$ cat config.mk
export PLATFORM = sky130hd
export DESIGN_NAME = eda_scan_ctrl_flat
export DESIGN_NICKNAME = d
export VERILOG_FILES = /design/src/rtl/eda_pkg.sv /design/src/rtl/eda_scan_ctrl_if.sv /design/src/rtl/eda_raster_cnt.sv /design/src/rtl/eda_scan_ctrl.sv /design/src/flat_wrapper.sv
export SDC_FILE = /design/constraint.sdc
export NUM_CORES = 1
export LEC_CHECK = 0
export ABC_AREA = 1
export BUFFER_PORTS_ARGS = -buffer_cell sky130_fd_sc_hd__buf_2
export CORE_ASPECT_RATIO = 1.5
export CORE_MARGIN = 5
export CORE_UTILIZATION = 46
export DETAILED_ROUTE_END_ITERATION = 8
export PLACE_DENSITY = 0.8
export SLEW_MARGIN = 20
export SYNTH_ARGS = -nofsm -noshare
export SYNTH_HDL_FRONTEND = slang
export SYNTH_SLANG_ARGS = --single-unit
export TNS_END_PERCENT = 10
$ cat constraint.sdc
create_clock -name clk -period 1.65 [get_ports clk]
set_input_delay 0.33 -clock clk [delete_from_list [all_inputs] [get_ports clk]]
set_output_delay 0.33 -clock clk [all_outputs]
set_load 0.05 [all_outputs]
$ cat src/rtl/eda_pkg.sv
`default_nettype none
// ============================================================================
//  Module      : eda_pkg
//  Description : Shared types and default geometry for the eda scan sequencer.
//  Revision    : 1.0  initial release
// ============================================================================
package eda_pkg;

    function automatic int idx_width(input int n);
        return (n > 1) ? $clog2(n) : 1;
    endfunction

    localparam int CFG_M            = 4;
    localparam int CFG_N            = 4;
    localparam int CFG_PIXEL_WIDTH  = 8;
    localparam int CFG_WINDOW_WIDTH = 9;
    localparam int CFG_I_WIDTH      = idx_width(CFG_M);
    localparam int CFG_J_WIDTH      = idx_width(CFG_N);
    localparam int CFG_ADDR_WIDTH   = CFG_I_WIDTH + CFG_J_WIDTH;
    localparam int NB_WIDTH         = 8;
    localparam int NUM_PIX          = CFG_M * CFG_N;

    typedef enum logic [1:0] {
        S_IDLE = 2'd0,
        S_LOAD = 2'd1,
        S_SCAN = 2'd2,
        S_DONE = 2'd3
    } scan_state_t;

endpackage
`default_nettype wire

$ cat src/rtl/eda_scan_ctrl_if.sv
`default_nettype none
// ============================================================================
//  Module      : eda_scan_ctrl_if
//  Description : Pixel input, image RAM and window output bundle of the scan
//                sequencer; master = sequencer, slave = its environment.
//  Revision    : 1.0  initial release
// ============================================================================
interface eda_scan_ctrl_if import eda_pkg::*; #(
    parameter int PIXEL_WIDTH  = CFG_PIXEL_WIDTH,
    parameter int WINDOW_WIDTH = CFG_WINDOW_WIDTH,
    parameter int ADDR_WIDTH   = CFG_ADDR_WIDTH
);
    logic                                pix_valid;
    logic                                pix_ready;
    logic [PIXEL_WIDTH-1:0]              pix_data;
    logic                                ram_write_en;
    logic [ADDR_WIDTH-1:0]               ram_wr_addr;
    logic [PIXEL_WIDTH-1:0]              ram_pixel_in;
    logic [ADDR_WIDTH-1:0]               ram_center;
    logic [PIXEL_WIDTH*WINDOW_WIDTH-1:0] ram_window;
    logic [NB_WIDTH-1:0]                 ram_nvalid;
    logic                                win_valid;
    logic                                win_ready;
    logic [PIXEL_WIDTH*WINDOW_WIDTH-1:0] win_data;
    logic [NB_WIDTH-1:0]                 win_nvalid;
    logic [ADDR_WIDTH-1:0]               win_addr;

    modport master (
        input  pix_valid, pix_data, ram_window, ram_nvalid, win_ready,
        output pix_ready, ram_write_en, ram_wr_addr, ram_pixel_in, ram_center,
               win_valid, win_data, win_nvalid, win_addr
    );

    modport slave (
        output pix_valid, pix_data, ram_window, ram_nvalid, win_ready,
        input  pix_ready, ram_write_en, ram_wr_addr, ram_pixel_in, ram_center,
               win_valid, win_data, win_nvalid, win_addr
    );
endinterface
`default_nettype wire

$ cat src/rtl/eda_raster_cnt.sv
`default_nettype none
// ============================================================================
//  Module      : eda_raster_cnt
//  Description : Raster {row,col} counter wrapping explicitly at M-1 / N-1.
//  Revision    : 1.0  initial release
// ============================================================================
module eda_raster_cnt import eda_pkg::*; #(
    parameter int M       = CFG_M,
    parameter int N       = CFG_N,
    parameter int I_WIDTH = CFG_I_WIDTH,
    parameter int J_WIDTH = CFG_J_WIDTH
) (
    input  wire logic               clk,
    input  wire logic               reset_n,
    input  wire logic               clr_i,
    input  wire logic               inc_i,
    output logic [I_WIDTH-1:0]      row_o,
    output logic [J_WIDTH-1:0]      col_o,
    output logic                    last_o
);
    localparam logic [I_WIDTH-1:0] c_i_last = I_WIDTH'(M - 1);
    localparam logic [J_WIDTH-1:0] c_j_last = J_WIDTH'(N - 1);

    logic [I_WIDTH-1:0] i_q, i_d;
    logic [J_WIDTH-1:0] j_q, j_d;
    logic               w_i_end, w_j_end;

    assign w_i_end = (i_q == c_i_last);
    assign w_j_end = (j_q == c_j_last);

    // Wrap is compared against the image size, never the counter width.
    always_comb begin
        i_d = i_q;
        j_d = j_q;
        if (clr_i) begin
            i_d = '0;
            j_d = '0;
        end else if (inc_i) begin
            if (w_j_end) begin
                j_d = '0;
                i_d = w_i_end ? '0 : i_q + 1'b1;
            end else begin
                j_d = j_q + 1'b1;
            end
        end
    end

    always_ff @(posedge clk or negedge reset_n) begin
        if (!reset_n) begin
            i_q <= '0;
            j_q <= '0;
        end else begin
            i_q <= i_d;
            j_q <= j_d;
        end
    end

    assign row_o  = i_q;
    assign col_o  = j_q;
    assign last_o = w_i_end & w_j_end;

endmodule
`default_nettype wire

$ cat src/rtl/eda_scan_ctrl.sv
`default_nettype none
// ============================================================================
//  Module      : eda_scan_ctrl
//  Description : Loads a raster pixel stream into the image RAM, then scans
//                every center and emits registered 3x3 windows.
//  Revision    : 1.0  initial release
// ============================================================================
module eda_scan_ctrl import eda_pkg::*; #(
    parameter int M            = CFG_M,
    parameter int N            = CFG_N,
    parameter int PIXEL_WIDTH  = CFG_PIXEL_WIDTH,
    parameter int WINDOW_WIDTH = CFG_WINDOW_WIDTH,
    parameter int ADDR_WIDTH   = CFG_ADDR_WIDTH,
    parameter int I_WIDTH      = CFG_I_WIDTH,
    parameter int J_WIDTH      = CFG_J_WIDTH
) (
    input  wire logic        clk,
    input  wire logic        reset_n,
    input  wire logic        start,
    output logic             busy,
    output logic             done,
    eda_scan_ctrl_if.master  bus
);
    scan_state_t                         state_q;
    logic                                pix_ready_q;
    logic                                busy_q;
    logic                                done_q;
    logic                                win_valid_q;
    logic                                scan_end_q;
    logic [PIXEL_WIDTH*WINDOW_WIDTH-1:0] win_data_q;
    logic [NB_WIDTH-1:0]                 win_nvalid_q;
    logic [ADDR_WIDTH-1:0]               win_addr_q;

    logic [I_WIDTH-1:0]    w_row;
    logic [J_WIDTH-1:0]    w_col;
    logic                  w_last;
    logic [ADDR_WIDTH-1:0] w_addr;
    logic                  w_in_scan;
    logic                  w_pix_acc;
    logic                  w_ld;
    logic                  w_cap;
    logic                  w_cnt_clr;
    logic                  w_cnt_inc;

    assign w_addr    = {w_row, w_col};
    assign w_in_scan = (state_q == S_SCAN);
    assign w_pix_acc = pix_ready_q & bus.pix_valid;
    assign w_ld      = ~win_valid_q | bus.win_ready;
    // Once the final center is captured the scan stops loading new windows.
    assign w_cap     = w_in_scan & w_ld & ~scan_end_q;
    assign w_cnt_clr = ((state_q == S_IDLE) & start) | (w_pix_acc & w_last);
    assign w_cnt_inc = w_pix_acc | w_cap;

    eda_raster_cnt #(
        .M       (M),
        .N       (N),
        .I_WIDTH (I_WIDTH),
        .J_WIDTH (J_WIDTH)
    ) u_cnt (
        .clk     (clk),
        .reset_n (reset_n),
        .clr_i   (w_cnt_clr),
        .inc_i   (w_cnt_inc),
        .row_o   (w_row),
        .col_o   (w_col),
        .last_o  (w_last)
    );

    always_ff @(posedge clk or negedge reset_n) begin
        if (!reset_n) begin
            state_q      <= S_IDLE;
            pix_ready_q  <= 1'b0;
            busy_q       <= 1'b0;
            done_q       <= 1'b0;
            win_valid_q  <= 1'b0;
            scan_end_q   <= 1'b0;
            win_data_q   <= '0;
            win_nvalid_q <= '0;
            win_addr_q   <= '0;
        end else begin
            done_q <= 1'b0;
            case (state_q)
                S_IDLE: begin
                    if (start) begin
                        state_q     <= S_LOAD;
                        pix_ready_q <= 1'b1;
                        busy_q      <= 1'b1;
                    end
                end
                S_LOAD: begin
                    if (w_pix_acc && w_last) begin
                        state_q     <= S_SCAN;
                        pix_ready_q <= 1'b0;
                        scan_end_q  <= 1'b0;
                    end
                end
                S_SCAN: begin
                    if (w_cap) begin
                        win_data_q   <= bus.ram_window;
                        win_nvalid_q <= bus.ram_nvalid;
                        win_addr_q   <= w_addr;
                        win_valid_q  <= 1'b1;
                        scan_end_q   <= w_last;
                    end else if (win_valid_q && bus.win_ready) begin
                        win_valid_q <= 1'b0;
                        if (scan_end_q) begin
                            state_q <= S_DONE;
                            busy_q  <= 1'b0;
                            done_q  <= 1'b1;
                        end
                    end
                end
                S_DONE: begin
                    state_q <= S_IDLE;
                end
                default: begin
                    state_q <= S_IDLE;
                end
            endcase
        end
    end

    assign bus.pix_ready    = pix_ready_q;
    assign bus.ram_write_en = w_pix_acc;
    assign bus.ram_wr_addr  = pix_ready_q ? w_addr : '0;
    assign bus.ram_pixel_in = pix_ready_q ? bus.pix_data : '0;
    assign bus.ram_center   = w_in_scan ? w_addr : '0;
    assign bus.win_valid    = win_valid_q;
    assign bus.win_data     = win_data_q;
    assign bus.win_nvalid   = win_nvalid_q;
    assign bus.win_addr     = win_addr_q;
    assign busy             = busy_q;
    assign done             = done_q;

endmodule
`default_nettype wire

$ cat src/flat_wrapper.sv
// flat-port wrapper written by rule: the top's interface ports become plain ports
module eda_scan_ctrl_flat import eda_pkg::*;
#(
    parameter int M            = CFG_M,
    parameter int N            = CFG_N,
    parameter int PIXEL_WIDTH  = CFG_PIXEL_WIDTH,
    parameter int WINDOW_WIDTH = CFG_WINDOW_WIDTH,
    parameter int ADDR_WIDTH   = CFG_ADDR_WIDTH,
    parameter int I_WIDTH      = CFG_I_WIDTH,
    parameter int J_WIDTH      = CFG_J_WIDTH
)
  (clk, reset_n, start, busy, done, bus_pix_valid, bus_pix_data, bus_ram_window, bus_ram_nvalid, bus_win_ready, bus_pix_ready, bus_ram_write_en, bus_ram_wr_addr, bus_ram_pixel_in, bus_ram_center, bus_win_valid, bus_win_data, bus_win_nvalid, bus_win_addr);
  eda_scan_ctrl_if #(.PIXEL_WIDTH(PIXEL_WIDTH), .WINDOW_WIDTH(WINDOW_WIDTH), .ADDR_WIDTH(ADDR_WIDTH)) bus_i ();
  input  wire logic clk;
  input  wire logic reset_n;
  input  wire logic start;
  output logic busy;
  output logic done;
  input wire logic [$bits(bus_i.pix_valid)-1:0] bus_pix_valid;
  input wire logic [$bits(bus_i.pix_data)-1:0] bus_pix_data;
  input wire logic [$bits(bus_i.ram_window)-1:0] bus_ram_window;
  input wire logic [$bits(bus_i.ram_nvalid)-1:0] bus_ram_nvalid;
  input wire logic [$bits(bus_i.win_ready)-1:0] bus_win_ready;
  output wire logic [$bits(bus_i.pix_ready)-1:0] bus_pix_ready;
  output wire logic [$bits(bus_i.ram_write_en)-1:0] bus_ram_write_en;
  output wire logic [$bits(bus_i.ram_wr_addr)-1:0] bus_ram_wr_addr;
  output wire logic [$bits(bus_i.ram_pixel_in)-1:0] bus_ram_pixel_in;
  output wire logic [$bits(bus_i.ram_center)-1:0] bus_ram_center;
  output wire logic [$bits(bus_i.win_valid)-1:0] bus_win_valid;
  output wire logic [$bits(bus_i.win_data)-1:0] bus_win_data;
  output wire logic [$bits(bus_i.win_nvalid)-1:0] bus_win_nvalid;
  output wire logic [$bits(bus_i.win_addr)-1:0] bus_win_addr;
  assign bus_i.pix_valid = bus_pix_valid;
  assign bus_i.pix_data = bus_pix_data;
  assign bus_i.ram_window = bus_ram_window;
  assign bus_i.ram_nvalid = bus_ram_nvalid;
  assign bus_i.win_ready = bus_win_ready;
  assign bus_pix_ready = bus_i.pix_ready;
  assign bus_ram_write_en = bus_i.ram_write_en;
  assign bus_ram_wr_addr = bus_i.ram_wr_addr;
  assign bus_ram_pixel_in = bus_i.ram_pixel_in;
  assign bus_ram_center = bus_i.ram_center;
  assign bus_win_valid = bus_i.win_valid;
  assign bus_win_data = bus_i.win_data;
  assign bus_win_nvalid = bus_i.win_nvalid;
  assign bus_win_addr = bus_i.win_addr;
  eda_scan_ctrl #(.M(M), .N(N), .PIXEL_WIDTH(PIXEL_WIDTH), .WINDOW_WIDTH(WINDOW_WIDTH), .ADDR_WIDTH(ADDR_WIDTH), .I_WIDTH(I_WIDTH), .J_WIDTH(J_WIDTH)) u_core (.clk(clk), .reset_n(reset_n), .start(start), .busy(busy), .done(done), .bus(bus_i));
endmodule
# Word level (Yosys, flattened, before mapping)

Cells that the tools add are included.

Flip-flop bits (word level): 95
Bits of input ports: 93
Word-level logic and storage cells: 82

Add/sub/neg operators: 2
Eq/ne operators: 11
Multiplexer cells: 31
Bitwise logic cells: 11
Reduce and logical (&&, ||, !) cells: 16

Operators with widths:

| cell                                                             | number |
|---|---|
| 2-bit 2-to-1 mux                                                 | 12 |
| 1-bit 2-to-1 mux                                                 | 12 |
| 2-bit nonzero test                                               | 6 |
| 5-bit AND reduction                                              | 2 |
| 2-bit == test (second input constant)                            | 4 |
| 4-bit 2-to-1 mux                                                 | 2 |
| 8-bit 2-to-1 mux                                                 | 1 |
| 2-bit != test (second input constant)                            | 4 |
| 2-bit one-hot mux with 4 select lines                            | 1 |
| 1-bit AND                                                        | 6 |
| 1-bit one-hot mux with 2 select lines                            | 3 |
| 2-bit AND reduction                                              | 3 |
| 3-bit AND reduction                                              | 2 |
| 2-bit by 1-bit adder with 2-bit output (second input constant)   | 2 |
| 2-bit by 1-bit != test with 1-bit output (second input constant) | 2 |
| 1-bit OR                                                         | 3 |
| 2-bit by 1-bit == test with 1-bit output (second input constant) | 1 |
| 1-bit logical AND                                                | 2 |
| 2-bit logical NOT                                                | 1 |
| 1-bit NOT                                                        | 2 |

# Longest topological paths before layout

Gate-level depths: netlist (run 1).

Depth after elaboration: 7
Depth in mapped cells: 11
Mapped depth without buffers: 9

# Cells and area by module

From an unflattened synthesis (run 1), not the netlist that was laid out.

Cell total of the unflattened synthesis: 487
Area total of the unflattened synthesis: 4108.9 µm²

Modules (own cells, without submodules):

| module         | instances | cells an instance | area an instance (µm²) |
|---|---|---|---|
| eda_scan_ctrl  | 1         | 461               | 3893.7 |
| eda_raster_cnt | 1         | 26                | 215.2 |

# Least setup slack after synthesis (run 1)

Ideal clock, no wire load.

Path kind: register to output
Start point: register u_core.pix_ready_q (netlist: u_core.bus.pix_ready)
End point: output port bus_ram_pixel_in[0]
Arrival: 1.368 ns
Path slack: -0.048 ns
Cell stages (with the launch flop): 4
Cells stage by stage: dfrtp_1 > clkbuf_1 > nand2_1 > inv_1

Longest elaborated chain between the ends: 1

RTL lines:

| element                | line                 | source |
|---|---|---|
| from (decl)            | eda_scan_ctrl.sv:25  | `logic pix_ready_q;` |
| from (signal assigned) | eda_scan_ctrl.sv:72  | `pix_ready_q <= 1'b0;` |
| from (signal assigned) | eda_scan_ctrl.sv:86  | `pix_ready_q <= 1'b1;` |
| from (signal assigned) | eda_scan_ctrl.sv:93  | `pix_ready_q <= 1'b0;` |
| 8-bit 2-to-1 mux       | eda_scan_ctrl.sv:126 | `assign bus.ram_pixel_in = pix_ready_q ? bus.pix_data : '0;` |
| to (decl)              | flat_wrapper.sv:27   | `output wire logic [$bits(bus_i.ram_pixel_in)-1:0] bus_ram_pixel_in;` |

Every way passes these cells.

# Worst setup path in the final report (run 1)

Start point: register u_core.state_q[1]
End point: output port bus_ram_center[1]

Longest elaborated chain between the ends: 2

RTL lines:

| element                | line                 | source |
|---|---|---|
| from (decl)            | eda_scan_ctrl.sv:24  | `scan_state_t state_q;` |
| from (signal assigned) | eda_scan_ctrl.sv:71  | `state_q <= S_IDLE;` |
| from (signal assigned) | eda_scan_ctrl.sv:85  | `state_q <= S_LOAD;` |
| from (signal assigned) | eda_scan_ctrl.sv:92  | `state_q <= S_SCAN;` |
| 2-bit == test          | eda_scan_ctrl.sv:46  | `assign w_in_scan = (state_q == S_SCAN);` |
| 4-bit 2-to-1 mux       | eda_scan_ctrl.sv:127 | `assign bus.ram_center = w_in_scan ? w_addr : '0;` |
| to (decl)              | flat_wrapper.sv:28   | `output wire logic [$bits(bus_i.ram_center)-1:0] bus_ram_center;` |

Every way passes these cells.

==> results.cfg, run 1 <==
[cells_and_area]
multiInputGateArea_sq_mm = 0.001455
diodes = 0
fillers = 771
mostFrequentLayoutCells = 202 x nand2_1, 191 x buf_2, 94 x dfrtp_1
drive_above_1_share = 0.3589
post-route-util = 0.6349
regArea_sq_mm = 0.002379
fin_nets = 771
layout_commonest_cell = nand2_1
area_delta_synth_final_pct = 35.72
final_area_sq_mm = 0.005572

[global_route]
grt.met2_usage = 0.3593
groute.layer.met3.usage = 0.04837
grt_util_all_layers = 0.2072
gr-usage-met1 = 0.2430
grt_pass1_wl_microns = 18290
antenna_found_initial = 0
grt_pass1_vias = 3831
grt_overflow_total = 0
grt_max_degree = 49
grt.busiest_layer = met2

[drt]
drc = 0
drt_iter0_drc = 225
ant_nets = 0
vias_per_cell = 5.019
wire_per_inst_microns = 14.44
vias = 3950
dr.pass1.iters = 5
routed_wl_microns = 11360

[floorplan]
io_pins = 198
die_h_microns = 125.7
start_util = 0.4678
core_sq_mm = 0.008776
die_w_microns = 87.14
placementRows = 42
fp.dieArea_sq_mm = 0.01095

[min_path]
hold_path_class = input port to flop

[critical_path]
endpoint_kind = output pin
required_ps = 1320
path_class = flop to output pin
worstSetupStartpointType = flop
critPathMaxFanout = 4
arrival_ps = 1310

[clock_tree]
cts.clk_slew.worst_paths_ps = 60
numCtsBuffers = 9
clockRootBuffer = clkbuf_16
htree_levels = 3
cts_tree = built
cts_buffer_depth = 2
clk_latency_ps = 330
cts_sinks = 95

[logic_synthesis]
synth_area_sq_mm = 0.004105
synth_seq_cells = 95
synth_cell_type_count = 20
ys_warn_count = 0
synth_area_per_cell_sq_um = 8.624
syn_nets = 575
synthCells = 476
synth-seq-area-share = 0.5791

[power_and_ir_drop]
vdd_drop_max_mv = 1.283
p_clk_frac = 0.138
pwr-share-seq = 0.283
netSwitchingPower_mw = 7.773
power.density_mw_per_mm2 = 2568
combPwrFrac = 0.579
intPower_mw = 6.535
switching_share = 0.5433
report.power.total_mw = 14.31
power.leakage_nw = 3.357

[placed_design]
dp_hpwl_microns = 8329
placed_area_sq_mm = 0.005161
port_buffers = 197
gp_congestion = 0.8950

[timing]
relSlewSlack = 0.6719
fin_crit_sh = 0.9926
worst_pin_slew_ps = 492.1
hold_violations = 0
max_freq_ghz = 0.6106
whs_ps = 228.4
final_max_slew_viol_count = 0
rsz0062_at_grt = true
fin_worst_skew_ps = 4.865
setup_violations = 0
post-route-min-period_ps = 1638

[job]
max-cap-violations = 0

[outcome]
status = completed
logic make-up (layout without fill, tap and decap cells):
kind of cell               count (synthesis)  count (layout)  synth area share
adders and majority gates                  6               6           0.01829
AOI/OAI and AO/OA                         11              11           0.01433
DFF                                       95              95            0.5791
and+or+nand+nor                          308             308            0.3164
buffers and inverters                     56             257           0.07193
cells in the mapped netlist:
master      n  area [sq um]
clkbuf_1    1         3.750
nor2_4      1         11.26
nand2_1   206         773.2
nand2_2     1         6.260
buf_2      11         55.05
o21ai_0     8         40.04
ha_1        6         75.07
nor2_1      5         18.77
or2_2       3         18.77
buf_6       2         22.52
inv_1      26         97.59
buf_4      12         90.09
a21oi_1     2         10.01
o21ai_2     1         8.760
clkbuf_4    3         22.52
nand3_1    88         440.4
inv_2       1         3.750
dfrtp_1    95          2377
nand4_1     3         18.77
nand2_4     1         11.26
per-layer routing:
layer  vias up  wire length [microns]
met5         -                      0
met4         0                    283
met3        25                    845
met2       150                   6032
met1      1885                   4201
li1       1890                      -
per-stage QoR:
stage	cells	TNS (ps)	setup WS (ps)
global route	787	-96.77	-34.54
finish	787	0	12.13
CTS	786	-5.248	-5.248
detailed placement	765	0	8.626
global placement	765	0	46.18
floorplan	476	0	101.5
power groups by stage:
stage                     clock network (mW)  registers [mW]  logic, mW
after floorplan                            0            7.41       2.82
after global placement                     0            4.04       7.88
after detailed placement                   0            4.08       8.06
after CTS                               2.04            4.04       8.25
after global routing                    2.15            4.18       8.85
final                                   1.98            4.04       8.29
worst max-delay path, stage by stage (launching register included):
cell	delay, ps
dfrtp_1	430
ha_4	190
buf_6	120
nand2_2	50
inv_2	40
buf_8	140
state kept, by name, summed over array words and instances (netlist names):
| signal | count |
|---|---|
| u_core.bus.win_data | 72 |
| u_core.bus.win_nvalid | 8 |
| u_core.bus.win_addr | 4 |
| u_core.state_q | 2 |
| u_core.u_cnt.col_o | 2 |
| u_core.u_cnt.row_o | 2 |
| u_core.bus.pix_ready | 1 |
| u_core.bus.win_valid | 1 |
| u_core.busy | 1 |
| u_core.done | 1 |
| u_core.scan_end_q | 1 |
path summary, 6_finish.rpt:
check | start | endpoint | slack [ps] | depth (start not counted)
hold reg to reg | u_core.bus.win_data[3] | u_core.bus.win_data[3] | 470 | 2
max in group asynchronous | reset_n | u_core.done | 710 | 3
hold / removal | bus_ram_nvalid[3] | u_core.bus.win_nvalid[3] | 230 | 3
setup reg to reg | u_core.state_q[0] | u_core.u_cnt.row_o[1] | 30 | 9
min in group asynchronous | reset_n | u_core.bus.win_data[42] | 440 | 2
setup / recovery | u_core.state_q[1] | bus_ram_center[1] | 10 | 5
cell type report:
type / count / area share
clock buffers: 13 / 0.04312
multi-input cells: 325 / 0.2612
flip-flops and latches: 95 / 0.4269
inverters: 27 / 0.01819
well taps: 110 / 0.02470
repair buffers: 214 / 0.2181
clock inverters: 3 / 0.007860
what timing repair did:
action                                  4_1_cts  5_1_grt
endpoints found under the hold margin        20        0
hold buffers                                  1        0
gates resized for setup                      10       14
buffers inserted                              4        1
endpoints found under the setup margin        6       52
Note: power is estimated with default switching activity, not from simulation.
==> run 2, diff against run 1 <==
- ABC_AREA: 1 -> not set
- CORE_UTILIZATION: 46 -> 45
- PLACE_DENSITY: 0.8 -> 0.79
==> run 2 against run 1 <==
Net effect:
- the run now ends with negative setup slack left
- area after synthesis shrank 6.1%
- die area shrank 3.6%
- non-clock buffer count up 4
- sequential share of layout area increased by 0.52 points
- wire length fell by 18%
- setup slack got worse by 19 ps
- synthesized cell count down 45%
- count of clock-buffer cells in the layout shrank 1
- register-to-register slack hardly changed
- critical endpoint unchanged
- largest cell class unchanged
- highest routed layer unchanged
==> results.cfg, run 2 <==
[global_route]
grt_pass1_vias = 3006
grt_max_degree = 45
grt_pass1_wl_microns = 14380
grt_util_all_layers = 0.1749
antenna_found_initial = 0
grt_overflow_total = 0

[outcome]
failed_checks = negative setup slack
status = finished with violations

[logic_synthesis]
synth_edf_count = 0
synth_ff_type = dfrtp_1
ys_warn_count = 0
synth_common_cells = 95 x dfrtp_1, 49 x mux2_1, 35 x mux2_2
synth_cell_type_count = 26
synth_area_per_cell_sq_um = 14.66
synth-seq-area-share = 0.6167
synth_area_leaders = dfrtp_1 62%, mux2_1 14%, mux2_2 10%
synth_seq_cells = 95
yosys.area.top_type_share = 0.6167
synth_area_sq_mm = 0.003855
synthCells = 263
synth.most_common_cell = dfrtp_1
async_flop_share = 1.000
yosysTopAreaCell = dfrtp_1
syn_nets = 362

[drt]
drc = 0
vias = 2861
vias_per_cell = 4.816
wire_per_inst_microns = 15.75
dr.pass1.iters = 4
routed_wl_microns = 9354
ant_nets = 0
drt_iter0_drc = 69

[job]
max-cap-violations = 0

[floorplan]
die_h_microns = 123.4
start_util = 0.4582
core_sq_mm = 0.008413
io_pins = 198
placementRows = 41
fp.dieArea_sq_mm = 0.01056
die_w_microns = 85.57

[cells_and_area]
drive_above_1_share = 0.5708
diodes = 0
largest_reg_flops = 72
fin_nets = 581
layout.cells.non_filler = 594
area_delta_synth_final_pct = 42.88
mostFrequentLayoutCells = 188 x buf_2, 93 x dfrtp_1, 49 x mux2_1
final_area_sq_mm = 0.005508
layout_commonest_cell = buf_2
fillers = 645

[clock_tree]
cts.clk_slew.worst_paths_ps = 70
clockRootBuffer = clkbuf_16
numCtsBuffers = 9
cts_tree = built
htree_levels = 3
clk_latency_ps = 340
cts_sinks = 95
cts_buffer_depth = 2

[critical_path]
worst-r2r-cell-count = 7
path_class = flop to output pin
endpoint_kind = output pin
arrival_ps = 1330
critPathMaxFanout = 5
worstSetupStartpointType = flop
required_ps = 1320

[min_path]
hold_path_class = input port to flop
worstHoldPathCells = 2

[placed_design]
pre_cts_ws_ps = -14.33
gp_congestion = 0.8075
port_buffers = 197
placed_area_sq_mm = 0.005066
dp_cells = 571
dp_hpwl_microns = 7080

[timing]
setup_violations = 4
timing.setup.tns_ps = -22.82
post-route-min-period_ps = 1657
fin_ws_ps = -6.823
final_max_slew_viol_count = 0
worst_pin_slew_ps = 414.3
max_freq_ghz = 0.6036
rsz0062_at_grt = true
fin_worst_skew_ps = 5.904
fin_crit_sh = 1.004
relSlewSlack = 0.7238
hold_violations = 0
run 2: changes by cell type after synthesis, sizes merged, moves of 5 or more:
| cell | before | now |
|---|---|---|
| and2 | 0 | 17 |
| buf | 25 | 9 |
| inv | 27 | 5 |
| mux2 | 0 | 84 |
| nand2 | 208 | 13 |
| nand3 | 88 | 4 |
| o21ai | 9 | 4 |
run 2: cell families (layout without fill, tap and decap cells):
logic type                 Yosys count  in the layout  share of synthesized area
AOI/OAI and AO/OA                   14             14                    0.02207
adders and majority gates            6              6                    0.01947
buffers and inverters               15            239                    0.02726
DFF                                 95             95                     0.6167
muxes                               87             87                     0.2532
and+or+nand+nor                     46             46                    0.06135
run 2: final cells by class:
| cell class | count | area [sq um] | area share |
|---|---|---|---|
| Multi-Input combinational cell | 153 | 1406 | 0.2553 |
| Clock buffer | 12 | 256.5 | 0.04657 |
| Inverter | 5 | 18.77 | 0.003408 |
| Clock inverter | 4 | 30.03 | 0.005452 |
| Sequential cell | 95 | 2380 | 0.4321 |
| Tap cell | 107 | 133.9 | 0.02431 |
| Timing Repair Buffer | 218 | 1282 | 0.2328 |
run 2: final timing paths:
check / startpoint / endpoint / slack, ps
setup / recovery: u_core.state_q[0] / bus_ram_center[1] / -7
hold / removal: bus_ram_window[55] / u_core.bus.win_data[55] / 200
setup reg to reg: u_core.state_q[0] / u_core.bus.win_data[61] / 20
hold reg to reg: u_core.bus.win_nvalid[3] / u_core.bus.win_nvalid[3] / 480
max in group asynchronous: reset_n / u_core.bus.win_data[52] / 660
min in group asynchronous: reset_n / u_core.bus.win_data[7] / 460
run 2: per-layer routing:
metal	vias up	part of all wire	GRT usage
met3	14	0.080	0.05800
met4	0	0.015	0.06436
met2	108	0.55	0.3152
met5	-	0	0
li1	1349	-	-
met1	1390	0.36	0.1895
run 2: worst max-delay path, stage by stage (launching register included):
cell     delay [ps]
dfrtp_1         390
inv_2            80
ha_4            130
buf_6           110
and2_4          140
buf_8           140
run 2: stage by stage:
| stage | hold slack [ps] | util |
|---|---|---|
| 3_3_place_gp | 289.5 | 0.6022 |
| 2_1_floorplan | 34.41 | - |
| 3_5_place_dp | 290.3 | 0.6022 |
| 4_1_cts | 190.0 | 0.6465 |
| 5_1_grt | 197.5 | 0.6547 |
| 6_report | 200.2 | 0.6547 |
run 2: what timing repair did:
action / 4_1_cts / 5_1_grt
setup endpoints to repair: 24 / 94
pin swaps: 0 / 1
hold endpoints to repair: 28 / 0
gates cloned: 0 / 1
hold buffers: 1 / 0
gates resized for setup: 17 / 5
buffers inserted: 3 / 2
Power of run 2 is not shown: default switching activity piles up to over one toggle a cycle in this logic, so the estimate is an artifact.
==> run 3, diff against run 2 <==
- CORE_UTILIZATION: 45 -> 41
- PLACE_DENSITY: 0.79 -> 0.76
- clock period: 1.65 -> 1.5 ns (I/O delays scaled with it)
==> run 3 against run 2 <==
Net effect:
- the flow finishes with violations (negative hold slack, negative setup slack)
- global-route usage fell by 1.0 points
- cell count rose by 1.9%
- clock skew barely moved
- first-iteration DRC count rose by 48%
- largest cell class unchanged
- setup slack got worse by 150 ps
- die area rose by 8.8%
- flip-flop and latch count did not move
- critical path depth did not move
- via count rose by 3.1%
- hold slack got worse by 220 ps
- non-clock buffer count rose by 7
- cell area rose by 7.7%
==> results.cfg, run 3 (synthesis results as in run 2) <==
[outcome]
status = finished with violations
failed_checks = negative hold slack, negative setup slack

[cells_and_area]
layout_commonest_cell = buf_2
largest_reg_flops = 72
diodes = 0
mostFrequentLayoutCells = 179 x buf_2, 93 x dfrtp_1, 59 x mux2_4
area_delta_synth_final_pct = 53.94
fillers = 690
layout.cells.non_filler = 605
fin_nets = 588
drive_above_1_share = 0.6633

[timing]
fin_worst_skew_ps = 6.158
relSlewSlack = 0.6625
worst_pin_slew_ps = 506.2
post-route-min-period_ps = 1661
rsz0062_at_grt = true
hold_violations = 5
timing.setup.tns_ps = -6983
setup_violations = 92
fin_ws_ps = -161.5
whs_ps = -17.77
max_freq_ghz = 0.6019
fin_crit_sh = 1.108
final_max_slew_viol_count = 0

[floorplan]
placementRows = 43
core_sq_mm = 0.009200
fp.dieArea_sq_mm = 0.01148
io_pins = 198
die_h_microns = 128.8
die_w_microns = 89.17
start_util = 0.4190

[drt]
drt_iter0_drc = 102
wire_per_inst_microns = 17.15
ant_nets = 0
vias_per_cell = 4.874
dr.pass1.iters = 5
drc = 0
vias = 2949
routed_wl_microns = 10370

[global_route]
grt_pass1_vias = 3048
grt_max_degree = 96
antenna_found_initial = 1
grt_util_all_layers = 0.1645
grt_overflow_total = 0
grt_pass1_wl_microns = 14470

[clock_tree]
cts_sinks = 95
cts_hold_buf = 0
numCtsBuffers = 9
cts_buffer_depth = 2
cts_tree = built
clockRootBuffer = clkbuf_16
cts.clk_slew.worst_paths_ps = 70
clk_latency_ps = 340
htree_levels = 3

[critical_path]
critPathMaxFanout = 5
worst-r2r-cell-count = 7
worstReg2RegEnd = u_core.bus.win_data[37]
regToRegStartpoint = u_core.state_q[0]
path_class = flop to output pin
worstSetupStartpointType = flop
cp-startpoint = u_core.state_q[0]
r2r_setup_slack_ps = -120
arrival_ps = 1360
endpoint_kind = output pin
required_ps = 1200

[placed_design]
dp_cells = 585
gp_congestion = 0.7781
dp_hpwl_microns = 7332
pre_cts_ws_ps = -132.1
port_buffers = 197

[min_path]
hold_path_class = input port to asynchronous set/reset pin

[job]
max-cap-violations = 0
[run 3: metal layers]
| metal | track usage | wire (microns) | vias to the layer above |
|---|---|---|---|
| met5 | 0 | 11 | - |
| met4 | 0.08677 | 291 | 2 |
| met3 | 0.04228 | 838 | 33 |
| met2 | 0.2931 | 5605 | 129 |
| met1 | 0.1725 | 3627 | 1421 |
| li1 | - | - | 1364 |
[run 3: how the worst max path moves through the flow]
stage | to | slack, ps | cells past startpoint
finish | bus_ram_center[0] | -160 | 5
global route | bus_ram_center[0] | -200 | 5
CTS | bus_ram_center[0] | -150 | 4
detailed placement | u_core.bus.win_data[23] | -130 | 6
global placement | u_core.bus.win_data[11] | -70 | 6
floorplan | u_core.bus.win_data[31] | -130 | 5
[run 3: final cells by class]
cell class | instances | area [sq um] | area share
flip-flops and latches | 95 | 2380 | 0.4010
clock inverters | 5 | 82.58 | 0.01392
repair buffers | 225 | 1433 | 0.2414
clock buffers | 10 | 239.0 | 0.04027
inverters | 5 | 18.77 | 0.003163
multi-input cells | 153 | 1642 | 0.2766
well taps | 112 | 140.1 | 0.02361
[run 3: worst max-delay path, stage by stage (launching register included)]
cell     delay [ps]
dfrtp_1         390
inv_2            80
ha_4            150
buf_6           120
and2_4          140
buf_8           140
[run 3: stage by stage]
step           instance area, sq um  utilization
2_1_floorplan                  3870            -
3_3_place_gp                   5115       0.5560
3_5_place_dp                   5115       0.5560
4_1_cts                        5585       0.6071
5_1_grt                        5934       0.6450
6_report                       5934       0.6450
[run 3: timing repair]
item                       4_1_cts  5_1_grt
resized for setup               44       75
setup endpoints to repair      105      109
pin swaps                        1        1
setup buffers                    1        2
cloned                           0        2
Power of run 3 is left out for the same reason.
